--- config.mk ---
export PLATFORM = sky130hd
export DESIGN_NAME = uart_tx_core
export DESIGN_NICKNAME = d
export VERILOG_FILES = /design/src/rtl/uart_tx_core.sv
export SDC_FILE = /design/constraint.sdc
export NUM_CORES = 1
export LEC_CHECK = 0
export ABC_AREA = 1
export BUFFER_PORTS_ARGS = -buffer_cell sky130_fd_sc_hd__buf_2
export CELL_PAD_IN_SITES_DETAIL_PLACEMENT = 1
export CELL_PAD_IN_SITES_GLOBAL_PLACEMENT = 2
export CORE_MARGIN = 4
export CORE_UTILIZATION = 31
export DETAILED_ROUTE_END_ITERATION = 10
export GPL_TIMING_DRIVEN = 0
export PLACE_DENSITY = 0.72
export SYNTH_ARGS = -nofsm -noshare
export SYNTH_HDL_FRONTEND = slang
export SYNTH_SLANG_ARGS = --single-unit
--- constraint.sdc ---
create_clock -name clk -period 1.4 [get_ports clk]
set_input_delay 0.28 -clock clk [delete_from_list [all_inputs] [get_ports clk]]
set_output_delay 0.28 -clock clk [all_outputs]
set_load 0.005 [all_outputs]
--- src/rtl/uart_tx_core.sv ---
// Autonomous 8N1 UART beacon: repeatedly transmits "Hello\r\n" followed by
// GAP_BITS idle bit-times, forever.
module uart_tx_core #(
  parameter int unsigned CLKS_PER_BIT = 1,
  parameter int unsigned GAP_BITS     = 4
) (
  input  logic clk,
  input  logic rst_n,
  output logic out
);

  localparam int unsigned DIV_W     = (CLKS_PER_BIT > 1) ? $clog2(CLKS_PER_BIT) : 1;
  localparam int unsigned GAP_W     = (GAP_BITS > 1) ? $clog2(GAP_BITS) : 1;
  localparam int unsigned IDX_W     = 3;
  localparam int unsigned LAST_BYTE = 6;
  localparam int unsigned LAST_BIT  = 7;

  typedef enum logic [1:0] {
    S_IDLE,
    S_START,
    S_DATA,
    S_STOP
  } state_t;

  state_t             r_state;
  logic [GAP_W-1:0]   r_gap_cnt;
  logic [IDX_W-1:0]   r_byte_idx;
  logic [IDX_W-1:0]   r_bit_idx;
  logic [DIV_W-1:0]   r_div;
  logic               r_out;

  state_t             w_state_nxt;
  logic [GAP_W-1:0]   w_gap_cnt_nxt;
  logic [IDX_W-1:0]   w_byte_idx_nxt;
  logic [IDX_W-1:0]   w_bit_idx_nxt;
  logic [DIV_W-1:0]   w_div_nxt;
  logic               w_out_nxt;
  logic               w_tick;
  logic [7:0]         w_byte;
  logic [IDX_W-1:0]   w_bit_inc;

  // Message ROM; index 7 is never reached because the byte index wraps at 6.
  function automatic logic [7:0] rom_byte(input logic [IDX_W-1:0] idx);
    case (idx)
      3'd0:    rom_byte = 8'h48;
      3'd1:    rom_byte = 8'h65;
      3'd2:    rom_byte = 8'h6C;
      3'd3:    rom_byte = 8'h6C;
      3'd4:    rom_byte = 8'h6F;
      3'd5:    rom_byte = 8'h0D;
      3'd6:    rom_byte = 8'h0A;
      default: rom_byte = 8'hFF;
    endcase
  endfunction

  assign w_byte    = rom_byte(r_byte_idx);
  assign w_tick    = (r_div == DIV_W'(CLKS_PER_BIT - 1));
  assign w_bit_inc = IDX_W'(r_bit_idx + IDX_W'(1));
  assign out       = r_out;

  // Next-state logic; r_out always shows the bit belonging to r_state.
  always_comb begin
    w_state_nxt    = r_state;
    w_gap_cnt_nxt  = r_gap_cnt;
    w_byte_idx_nxt = r_byte_idx;
    w_bit_idx_nxt  = r_bit_idx;
    w_out_nxt      = r_out;
    w_div_nxt      = w_tick ? '0 : DIV_W'(r_div + DIV_W'(1));

    if (w_tick) begin
      case (r_state)
        S_IDLE: begin
          if (r_gap_cnt == GAP_W'(GAP_BITS - 1)) begin
            w_state_nxt   = S_START;
            w_gap_cnt_nxt = '0;
            w_out_nxt     = 1'b0;
          end else begin
            w_gap_cnt_nxt = GAP_W'(r_gap_cnt + GAP_W'(1));
          end
        end
        S_START: begin
          w_state_nxt   = S_DATA;
          w_bit_idx_nxt = '0;
          w_out_nxt     = w_byte[0];
        end
        S_DATA: begin
          if (r_bit_idx == IDX_W'(LAST_BIT)) begin
            w_state_nxt   = S_STOP;
            w_bit_idx_nxt = '0;
            w_out_nxt     = 1'b1;
          end else begin
            w_bit_idx_nxt = w_bit_inc;
            w_out_nxt     = w_byte[w_bit_inc];
          end
        end
        S_STOP: begin
          if (r_byte_idx < IDX_W'(LAST_BYTE)) begin
            w_state_nxt    = S_START;
            w_byte_idx_nxt = IDX_W'(r_byte_idx + IDX_W'(1));
            w_out_nxt      = 1'b0;
          end else begin
            w_state_nxt    = S_IDLE;
            w_byte_idx_nxt = '0;
            w_gap_cnt_nxt  = '0;
            w_out_nxt      = 1'b1;
          end
        end
        default: begin
          w_state_nxt    = S_IDLE;
          w_gap_cnt_nxt  = '0;
          w_byte_idx_nxt = '0;
          w_bit_idx_nxt  = '0;
          w_out_nxt      = 1'b1;
        end
      endcase
    end
  end

  always_ff @(posedge clk or negedge rst_n) begin
    if (!rst_n) begin
      r_state    <= S_IDLE;
      r_gap_cnt  <= '0;
      r_byte_idx <= '0;
      r_bit_idx  <= '0;
      r_div      <= '0;
      r_out      <= 1'b1;
    end else begin
      r_state    <= w_state_nxt;
      r_gap_cnt  <= w_gap_cnt_nxt;
      r_byte_idx <= w_byte_idx_nxt;
      r_bit_idx  <= w_bit_idx_nxt;
      r_div      <= w_div_nxt;
      r_out      <= w_out_nxt;
    end
  end

endmodule

==> results of run 1 <==
==> cell usage after synthesis, drive strengths merged <==
cell,number,share of area [%]
nand2,25,12
inv,24,11
ha,12,18
dfrtp,10,31
nand3,10,7.3
o21ai,10,6.1
nor2,5,2.3
a21oi,4,4.3
o22ai,3,2.3
nand4,2,1.5
dfstp,1,3.2
o21bai,1,0.92
==> kinds of logic (layout without fill, tap and decap cells) <==
kind of cell	count (synthesis)	count (layout)	share of synthesized area [%]
buffers and inverters	24	36	11.0
flip-flops	11	11	33.8
adder cells (fa/ha/maj)	12	12	18.3
AO/OA/AOI/OAI	18	18	13.6
AND/OR/NAND/NOR	42	42	23.2
==> power groups by stage <==
stage	clock, W	sequential (W)	combinational [W]
global route	0.000254	0.000318	0.0000109
floorplan	0	0.000324	0.000000000328
detailed placement	0	0.000324	0.00000782
finish	0.000221	0.000318	0.00000943
global placement	0	0.000324	0.00000809
CTS	0.000233	0.000318	0.00000991
==> stage by stage <==
step                      power (W)  hold slack, ns
after floorplan            0.000324         -0.0156
after global placement     0.000332           0.172
after detailed placement   0.000332           0.167
after CTS                  0.000560           0.398
after global routing       0.000582           0.413
final                      0.000548           0.409
==> worst min-delay path by stage <==
stage,start,slack (ns),depth (start not counted),endpoint
3_3_place_gp,rst_n,0.17,1,r_bit_idx[1]
6_report,rst_n,0.41,2,r_bit_idx[1]
5_1_grt,rst_n,0.41,2,r_bit_idx[1]
4_1_cts,rst_n,0.40,2,r_bit_idx[1]
2_1_floorplan,rst_n,-0.02,0,r_bit_idx[0]
3_5_place_dp,rst_n,0.17,1,r_bit_idx[1]
==> worst max-delay path: cells and delay by family (launching register included) <==
kind / cells / cell delay, ns
adders and majority gates: 2 / 0.35
and+or+nand+nor: 9 / 0.57
AOI/OAI and AO/OA: 1 / 0.11
DFF: 1 / 0.45
==> metal layers <==
metal / GRT usage (%) / up-vias / routed length [um]
met5: 0 / - / 0
met4: 6.80 / 0 / 38
met3: 2.61 / 5 / 30
met2: 18.6 / 5 / 893
met1: 15.2 / 337 / 821
li1: - / 366 / -
==> area by class of cell <==
cell class,count,area share [%]
clock buffers,4,2.58
well taps,30,3.69
flip-flops and latches,11,27.6
multi-input cells,72,51.0
inverters,24,9.09
repair buffers,8,6.02
==> what timing repair did <==
item	4_1_cts	5_1_grt
setup buffers	1	4
hold buffers	1	0
endpoints found under the setup margin	4	6
hold endpoints to repair	10	0
gates resized for setup	1	16
pin swaps	1	2
==> flip-flops by register name, summed over array words and instances (netlist names) <==
name,cells
r_gap_cnt,2
out,1
r_state,2
r_bit_idx,3
r_byte_idx,3
==> impl_metrics.toml, run 1 <==
[routing]
routed_wl_um = 1780
routed-via-count = 713
wl_per_cell_um = 12.0
detail-route-antenna-nets = 0
drt_iter0_markers = 12
drt_pass1_iterations = 2
route.detailed.drc = 0
via_per_inst = 4.79

[power_and_ir_drop]
power.internal_w = 0.000431
p_seq_share_pct = 57.9
p_leak_nw = 0.516
p_per_area_nw_per_um2 = 539
ir_worst_vdd_mv = 0.437
power_switching_w = 0.000118
comb_power_share_pct = 1.7
swShare_pct = 21.4
clock_power_share_pct = 40.4

[grt]
gr-usage-all-layers_pct = 12.0
grt_max_degree = 12
grt_pass1_vias = 714
grt.overflow.total = 0
grt_pass1_wl_um = 3110
antenna_found_initial = 0

[worst_setup_path]
worstPathMaxFanout = 4
cp_slowest_cell = "dfrtp_2"
crit_end = "out"
cp_common_cell = "nand2_1"
worstRegToRegCells = 12
worstSetupPathType = "flip-flop to flip-flop"
crit_chain = "ha_4 -> ha_4 -> a21oi_4 -> nand3_2 -> nand2_1 -> nand2_1 -> nand2_1 -> nand3_1 -> nand2_1 -> nand2_1 -> nand2_1 -> nand2_1"
reg2reg_slack_ns = -0.15
endpoint_kind = "flip-flop"
cp-startpoint = "r_byte_idx[0]"
r2r-start = "r_byte_idx[0]"
start_kind = "flip-flop"
cpPeakStageDelay_ns = 0.45
required_ns = 1.61
critPathArrivalTime_ns = 1.75
r2r_end = "out"

[cts]
clk_pin_slew_ns = 0.07
cts_tree = "built"
cts_sinks = 11
clockBufferDepth = 2
cts-root-buf = "clkbuf_4"
cts_max_level = 1
clock_latency_ns = 0.27
cts_buffers = 3

[floorplan]
start_util_pct = 32.7
num_rows = 18
core_area_um2 = 2500
die_w_um = 59.4
die_h_um = 59.4
num_io_pins = 3
dieArea_um2 = 3530

[synthesis]
ys_types = 18
syn-cell-area_um2 = 818
syn_area_per_cell_um2 = 7.65
synthCells = 107
ys_ff_latch = 11
syn_nets = 121
yosysSeqAreaShare_pct = 33.8
ys_warn_count = 0

[timing]
fmax_ghz = 0.646
hold_violations = 0
setup_viol = 1
fin_crit_sh_pct = 111
tightest_slew_ns = 0.262
clock_skew_ns = 0.00401
setup_ws_ns = -0.148
period_needed_ns = 1.55
maxSlewHeadroom_pct = 82.6
rsz0062_at_grt = "yes"
maxSlewViolCount = 0
setup_tns_ns = -0.148

[place]
place_congestion = 0.708
placedCellCount = 139
portBuffers = 2
dp_slack_ns = -0.180
placed_area_um2 = 896
hpwl_um = 1390

[final_layout]
layout_common_cells = "nand2_1 (23), inv_1 (18), o21ai_0 (9)"
multi_input_area_um2 = 519
drive_above_1_share_pct = 30.3
seq_area_um2 = 282
syn_to_final_growth_pct = 24.5
design_area_um2 = 1020
diodes = 0
layout.nets = 134
utilization_pct = 40.7
final_common_cell = "nand2_1"
finalNonFillerCells = 149
nFillCells = 294

[worst_hold_path]
hold_path.class = "input port to async pin"

[flow_run]
cap_violations = 0

[outcome]
status = "complete, but fails checks"
failed_checks = "negative setup slack"
No activity file was read; power rests on OpenSTA's default activity.
==> run 2, diff against run 1 <==
--- a/config.mk
+++ b/config.mk
@@ -6,14 +6,15 @@
 export NUM_CORES = 1
 export LEC_CHECK = 0
 export ABC_AREA = 1
+export ABC_CLOCK_PERIOD_IN_PS = 1930
 export BUFFER_PORTS_ARGS = -buffer_cell sky130_fd_sc_hd__buf_2
 export CELL_PAD_IN_SITES_DETAIL_PLACEMENT = 1
 export CELL_PAD_IN_SITES_GLOBAL_PLACEMENT = 2
 export CORE_MARGIN = 4
-export CORE_UTILIZATION = 31
+export CORE_UTILIZATION = 35
 export DETAILED_ROUTE_END_ITERATION = 10
 export GPL_TIMING_DRIVEN = 0
-export PLACE_DENSITY = 0.72
+export PLACE_DENSITY = 0.77
 export SYNTH_ARGS = -nofsm -noshare
 export SYNTH_HDL_FRONTEND = slang
 export SYNTH_SLANG_ARGS = --single-unit
==> constraint.sdc (replaced) <==
create_clock -name clk -period 1.93 [get_ports clk]
set_input_delay 0.386 -clock clk [delete_from_list [all_inputs] [get_ports clk]]
set_output_delay 0.386 -clock clk [all_outputs]
set_load 0.005 [all_outputs]
==> run 2 against run 1 <==
Net effect: the run now ends clean; first-iteration DRC count fell by 33%; sequential cell count did not move; register-to-register slack improved by 0.44 ns; sequential share of layout area rose by 3.1 points; routed wire length fell by 4.4%; cell area fell by 12%; largest cell class unchanged; critical path depth rose by 2; non-clock buffer count fell by 5; via count fell by 5.3%; combinational power fell by 26%; hold slack improved by 0.065 ns; critical path type unchanged.
==> impl_metrics.toml, run 2 (synthesis gave the netlist of run 1 again) <==
[outcome]
status = "complete, no violations"

[cts]
cts_tree = "built"
clk_pin_slew_ns = 0.08
post_cts_resized = 0
ctsHoldBuffers = 1
clockBufferDepth = 2
cts_max_level = 1
cts_sinks = 11
clock_latency_ns = 0.28
postCtsSetupBuffers = 0
cts-root-buf = "clkbuf_4"
cts_buffers = 3

[floorplan]
dieArea_um2 = 3180
die_w_um = 56.4
die_h_um = 56.4
num_rows = 17
start_util_pct = 37.0
core_area_um2 = 2210
num_io_pins = 3

[routing]
routed-via-count = 675
via_per_inst = 4.75
drt_iter0_markers = 8
route.detailed.drc = 0
routed_wl_um = 1700
wl_per_cell_um = 12.0
drt_pass1_iterations = 3
detail-route-antenna-nets = 0

[worst_hold_path]
hold_path_end = "out"
min_path_cells = 2
worstHoldStart = "out"
hold_path.class = "flip-flop to flip-flop"

[timing]
fin_crit_sh_pct = 84.9
clock_skew_ns = 0.00455
setup_tns_ns = 0
period_needed_ns = 1.64
hold_violations = 0
maxSlewHeadroom_pct = 81.2
maxSlewViolCount = 0
setup_viol = 0
tightest_slew_ns = 0.282
hold_slack_ns = 0.474
fmax_ghz = 0.610
rsz0062_at_grt = "no"

[worst_setup_path]
worstPathMaxFanout = 5
worstSetupPathType = "flip-flop to flip-flop"
cp-startpoint = "r_byte_idx[0]"
start_kind = "flip-flop"
reg2reg_slack_ns = 0.29
worstRegToRegCells = 14
required_ns = 2.15
critPathArrivalTime_ns = 1.86
r2r_end = "out"
r2r-start = "r_byte_idx[0]"
endpoint_kind = "flip-flop"

[place]
placedCellCount = 137
placed_area_um2 = 863
portBuffers = 2
place_congestion = 0.735
hpwl_um = 1380

[power_and_ir_drop]
swShare_pct = 22.8
power.internal_w = 0.000313
ir_worst_vdd_mv = 0.230
p_leak_nw = 0.503
power_switching_w = 0.0000925
clock_power_share_pct = 41.4
p_seq_share_pct = 56.8
p_per_area_nw_per_um2 = 450
comb_power_share_pct = 1.7

[flow_run]
cap_violations = 0

[final_layout]
diodes = 0
layout.nets = 129
finalNonFillerCells = 142
syn_to_final_growth_pct = 9.94
design_area_um2 = 900
reg_top3 = "r_bit_idx x3, r_byte_idx x3"
drive_above_1_share_pct = 11.4
layout_common_cells = "inv_1 (23), nand2_1 (23), ha_1 (12)"

[grt]
gr-usage-all-layers_pct = 12.1
grt.overflow.total = 0
grt_max_degree = 12
grt_pass1_wl_um = 3050
antenna_found_initial = 0
grt_pass1_vias = 713
[run 2: cell count changes in the layout (fill, tap and decap cells not counted), moves of 4 or more]
cell / before / now
buf_4: 4 / 0
dfrtp_1: 6 / 10
dfrtp_2: 4 / 0
ha_1: 5 / 12
ha_4: 4 / 0
inv_1: 18 / 23
inv_2: 5 / 1
[run 2: worst max-delay path, cell delays in order (launching register included)]
cell     delay [ns]
dfrtp_1        0.43
ha_1           0.21
ha_1           0.21
inv_1          0.12
nand3_2        0.08
nand2_1        0.07
inv_1          0.04
nand2_1        0.05
nand2_1        0.05
nand2_1        0.05
nand3_1        0.06
nand2_1        0.06
nand2_1        0.04
nand2_1        0.06
nand2_1        0.05
[run 2: cell type report]
type	count	area (um^2)
clock buffer	4	26.3
sequential	11	277
multi-input combinational	72	452
tap	28	35.0
timing repair buffer	3	20.0
inverter	24	90.1
fill	291	1310
[run 2: power groups by stage]
stage	registers, W	clock network (W)	logic, W
CTS	0.000230	0.000175	0.00000760
floorplan	0.000235	0	0.000000000338
global route	0.000230	0.000189	0.00000831
detailed placement	0.000235	0	0.00000604
global placement	0.000235	0	0.00000554
finish	0.000230	0.000168	0.00000699
[run 2: how the worst max path moves through the flow]
| stage | to | slack [ns] | cells past startpoint |
|---|---|---|---|
| 2_1_floorplan | out | 0.45 | 14 |
| 4_1_cts | out | 0.26 | 14 |
| 6_report | out | 0.29 | 14 |
| 3_5_place_dp | out | 0.27 | 14 |
| 5_1_grt | out | 0.12 | 14 |
| 3_3_place_gp | out | 0.31 | 14 |
[run 2: routing by layer]
metal  up-vias  GRT usage [%]  share of wire (%)
li1        353              -                  -
met1       312           15.0                 49
met2         5           20.5                 47
met3         5           1.38                1.7
met4         0           6.10                2.2
met5         -              0                  0
[run 2: stage by stage]
| stage | power [W] | setup slack (ns) | util [%] |
|---|---|---|---|
| after global routing | 0.000427 | 0.118 | 40.7 |
| after floorplan | 0.000235 | 0.446 | - |
| after global placement | 0.000240 | 0.308 | 39.0 |
| final | 0.000405 | 0.292 | 40.7 |
| after detailed placement | 0.000241 | 0.270 | 39.0 |
| after CTS | 0.000413 | 0.259 | 40.7 |
==> run 3, diff against run 2 <==
==> config.mk (replaced) <==
export PLATFORM = sky130hd
export DESIGN_NAME = uart_tx_core
export DESIGN_NICKNAME = d
export VERILOG_FILES = /design/src/rtl/uart_tx_core.sv
export SDC_FILE = /design/constraint.sdc
export NUM_CORES = 1
export LEC_CHECK = 0
export ABC_AREA = 0
export ABC_CLOCK_PERIOD_IN_PS = 1400
export BUFFER_PORTS_ARGS = -buffer_cell sky130_fd_sc_hd__buf_2
export CELL_PAD_IN_SITES_DETAIL_PLACEMENT = 1
export CELL_PAD_IN_SITES_GLOBAL_PLACEMENT = 2
export CORE_MARGIN = 4
export CORE_UTILIZATION = 33
export DETAILED_ROUTE_END_ITERATION = 10
export GPL_TIMING_DRIVEN = 0
export PLACE_DENSITY = 0.72
export SYNTH_ARGS = -nofsm -noshare
export SYNTH_HDL_FRONTEND = slang
export SYNTH_SLANG_ARGS = --single-unit
==> constraint.sdc (replaced) <==
create_clock -name clk -period 1.4 [get_ports clk]
set_input_delay 0.28 -clock clk [delete_from_list [all_inputs] [get_ports clk]]
set_output_delay 0.28 -clock clk [all_outputs]
set_load 0.005 [all_outputs]
==> run 3 against run 2 <==
Net effect: the flow now finishes with violations (negative setup slack); global-route usage up 0.45 points; combinational power up 32%; non-clock buffer count up 7; setup slack worse by 0.63 ns; first-iteration DRC count up 75%; cell area up 9.6%; hold slack worse by 0.077 ns.
==> impl_metrics.toml, run 3 <==
[power_and_ir_drop]
p_leak_nw = 0.429
p_per_area_nw_per_um2 = 560
total_power_w = 0.000552
ir_worst_vdd_mv = 0.418

[final_layout]
layout.nets = 114
utilization_pct = 43.7
reg_top3 = "r_bit_idx x3, r_byte_idx x3"
finalNonFillerCells = 127
syn_to_final_growth_pct = 23.3
diodes = 0
drive_above_1_share_pct = 29.3
layout_common_cells = "o21ai_0 (10), inv_1 (9), nand3_1 (8), dfrtp_1 (8), ha_1 (6)"
nFillCells = 282
final_common_cell = "o21ai_0"

[place]
hpwl_um = 1340
portBuffers = 2
dp_slack_ns = -0.389
placedCellCount = 117
place_congestion = 0.656

[synthesis]
synth_top_area_share_pct = 31.3
synth-edff-count = 0
syn_area_per_cell_um2 = 9.19
synth-simple-area-share_pct = 17.2
ys.flop_type = "dfrtp_1"
syn-cell-area_um2 = 800
yosys.area_share.adder_pct = 18.8
ys_top_cells_by_count = "ha_1 (12), inv_1 (11), o21ai_0 (11)"
synthArstFlopShare_pct = 100
yosysSeqAreaShare_pct = 34.6
yosysMostFrequentCell = "ha_1"
ys_warn_count = 0
ys_ff_latch = 11
synth_compound_area_share_pct = 21.1
yosysTopAreaCell = "dfrtp_1"
synth_top_family_by_area = "compound AO/OA/AOI/OAI gates"
synth_mux_area_share_pct = 1.25
ys_types = 28
synth_xor_area_share_pct = 0
synthCells = 87
synthTopCellsByArea = "dfrtp_1 (31%), ha_1 (19%), o21ai_0 (6.9%)"
syn_nets = 101

[outcome]
status = "complete, but fails checks"
failed_checks = "negative setup slack"

[cts]
cts_tree = "built"
cts_sinks = 11
clock_latency_ns = 0.28
cts-root-buf = "clkbuf_4"
cts_max_level = 1
clk_pin_slew_ns = 0.07
clockBufferDepth = 2
cts_buffers = 3

[routing]
routed_wl_um = 1870
route.detailed.drc = 0
detail-route-antenna-nets = 0
drt_iter0_markers = 14
routed-via-count = 679
via_per_inst = 5.35
wl_per_cell_um = 14.7
drt_pass1_iterations = 4

[worst_setup_path]
required_ns = 1.60
worstPathMaxFanout = 6
cp_top_family = "compound AO/OA/AOI/OAI gates"
cp-startpoint = "r_byte_idx[0]"
cp_slowest_cell = "dfrtp_2"
crit_chain = "ha_2 -> ha_4 -> a2111o_1 -> o311ai_1 -> a31oi_1 -> a311o_1"
endpoint_kind = "flip-flop"
crit_buf_inv = 0
worstSetupPathType = "flip-flop to flip-flop"
worst-path-stages = 6
worstRegToRegCells = 6
cpPeakStageDelay_ns = 0.45
start_kind = "flip-flop"
critPathArrivalTime_ns = 1.94
r2r-start = "r_byte_idx[0]"

[timing]
fmax_ghz = 0.575
rsz0062_at_grt = "yes"
setup_viol = 5
clock_skew_ns = 0.00179
hold_slack_ns = 0.397
maxSlewHeadroom_pct = 80.7
maxSlewViolCount = 0
hold_violations = 0
tightest_slew_ns = 0.285
setup_ws_ns = -0.339
fin_crit_sh_pct = 124
period_needed_ns = 1.74

[worst_hold_path]
hold_path.class = "input port to async pin"

[floorplan]
dieArea_um2 = 3270
num_rows = 17
die_w_um = 57.2
start_util_pct = 35.5
die_h_um = 57.2
num_io_pins = 3
core_area_um2 = 2250

[grt]
grt_pass1_vias = 731
grt_pass1_wl_um = 3260
grt.overflow.total = 0
antenna_found_initial = 0
grt_max_degree = 12
gr-usage-all-layers_pct = 12.6

[flow_run]
cap_violations = 0
==> run 3: routing by layer <==
metal / global-route usage [%] / up-vias / part of all wire (%)
met5: 0 / - / 0
met1: 16.6 / 332 / 47
met4: 2.98 / 0 / 1.1
met3: 2.71 / 4 / 2.4
li1: - / 338 / -
met2: 20.9 / 5 / 50
==> run 3: kinds of logic (layout without fill, tap and decap cells) <==
group	after synthesis	in the layout
flip-flops	11	11
AO/OA/AOI/OAI	27	27
AND/OR/NAND/NOR	23	23
buffers and inverters	13	25
multiplexers	1	1
adder cells (fa/ha/maj)	12	12
==> run 3: cell type report <==
cell class                      instances  area (um^2)  area share, %
Multi-Input combinational cell         63          527           53.4
Inverter                               11         41.3           4.19
Sequential cell                        11          279           28.3
Clock buffer                            4         26.3           2.66
Buffer                                  2         16.3           1.65
Timing Repair Buffer                    8         61.3           6.22
Tap cell                               28         35.0           3.55
==> run 3: power by group <==
group          switching [W]  internal, W
Sequential                 0     0.000318
Clock               0.000115     0.000111
Combinational     0.00000641   0.00000284
Total               0.000121     0.000431
==> run 3: worst register-to-register path: stages, from the launching register on <==
cell and delay (ns):
dfrtp_2 0.45, ha_2 0.20, ha_4 0.19, a2111o_1 0.29, o311ai_1 0.11, a31oi_1 0.14, a311o_1 0.29
==> run 3: metrics by stage <==
step           area (um^2)  TNS, ns
2_1_floorplan          820   -0.217
3_3_place_gp           865   -0.668
3_5_place_dp           865   -0.713
4_1_cts                953   -0.444
5_1_grt                986    -1.05
6_report               986   -0.443
==> run 3: worst paths after layout <==
check                               end  slack (ns)
max in group asynchronous           out        0.74
min reg2reg                r_bit_idx[1]        0.53
max reg2reg                         out       -0.34
max                                 out       -0.34
min                          r_state[0]        0.40
min in group clk           r_bit_idx[1]        0.53
==> run 3: timing repair <==
item,in CTS,in global routing
cloned,0,0
gates resized for setup,5,11
hold buffers,1,0
hold endpoints to repair,10,0
pin swaps,0,1
buffers inserted,5,0
endpoints found under the setup margin,6,10
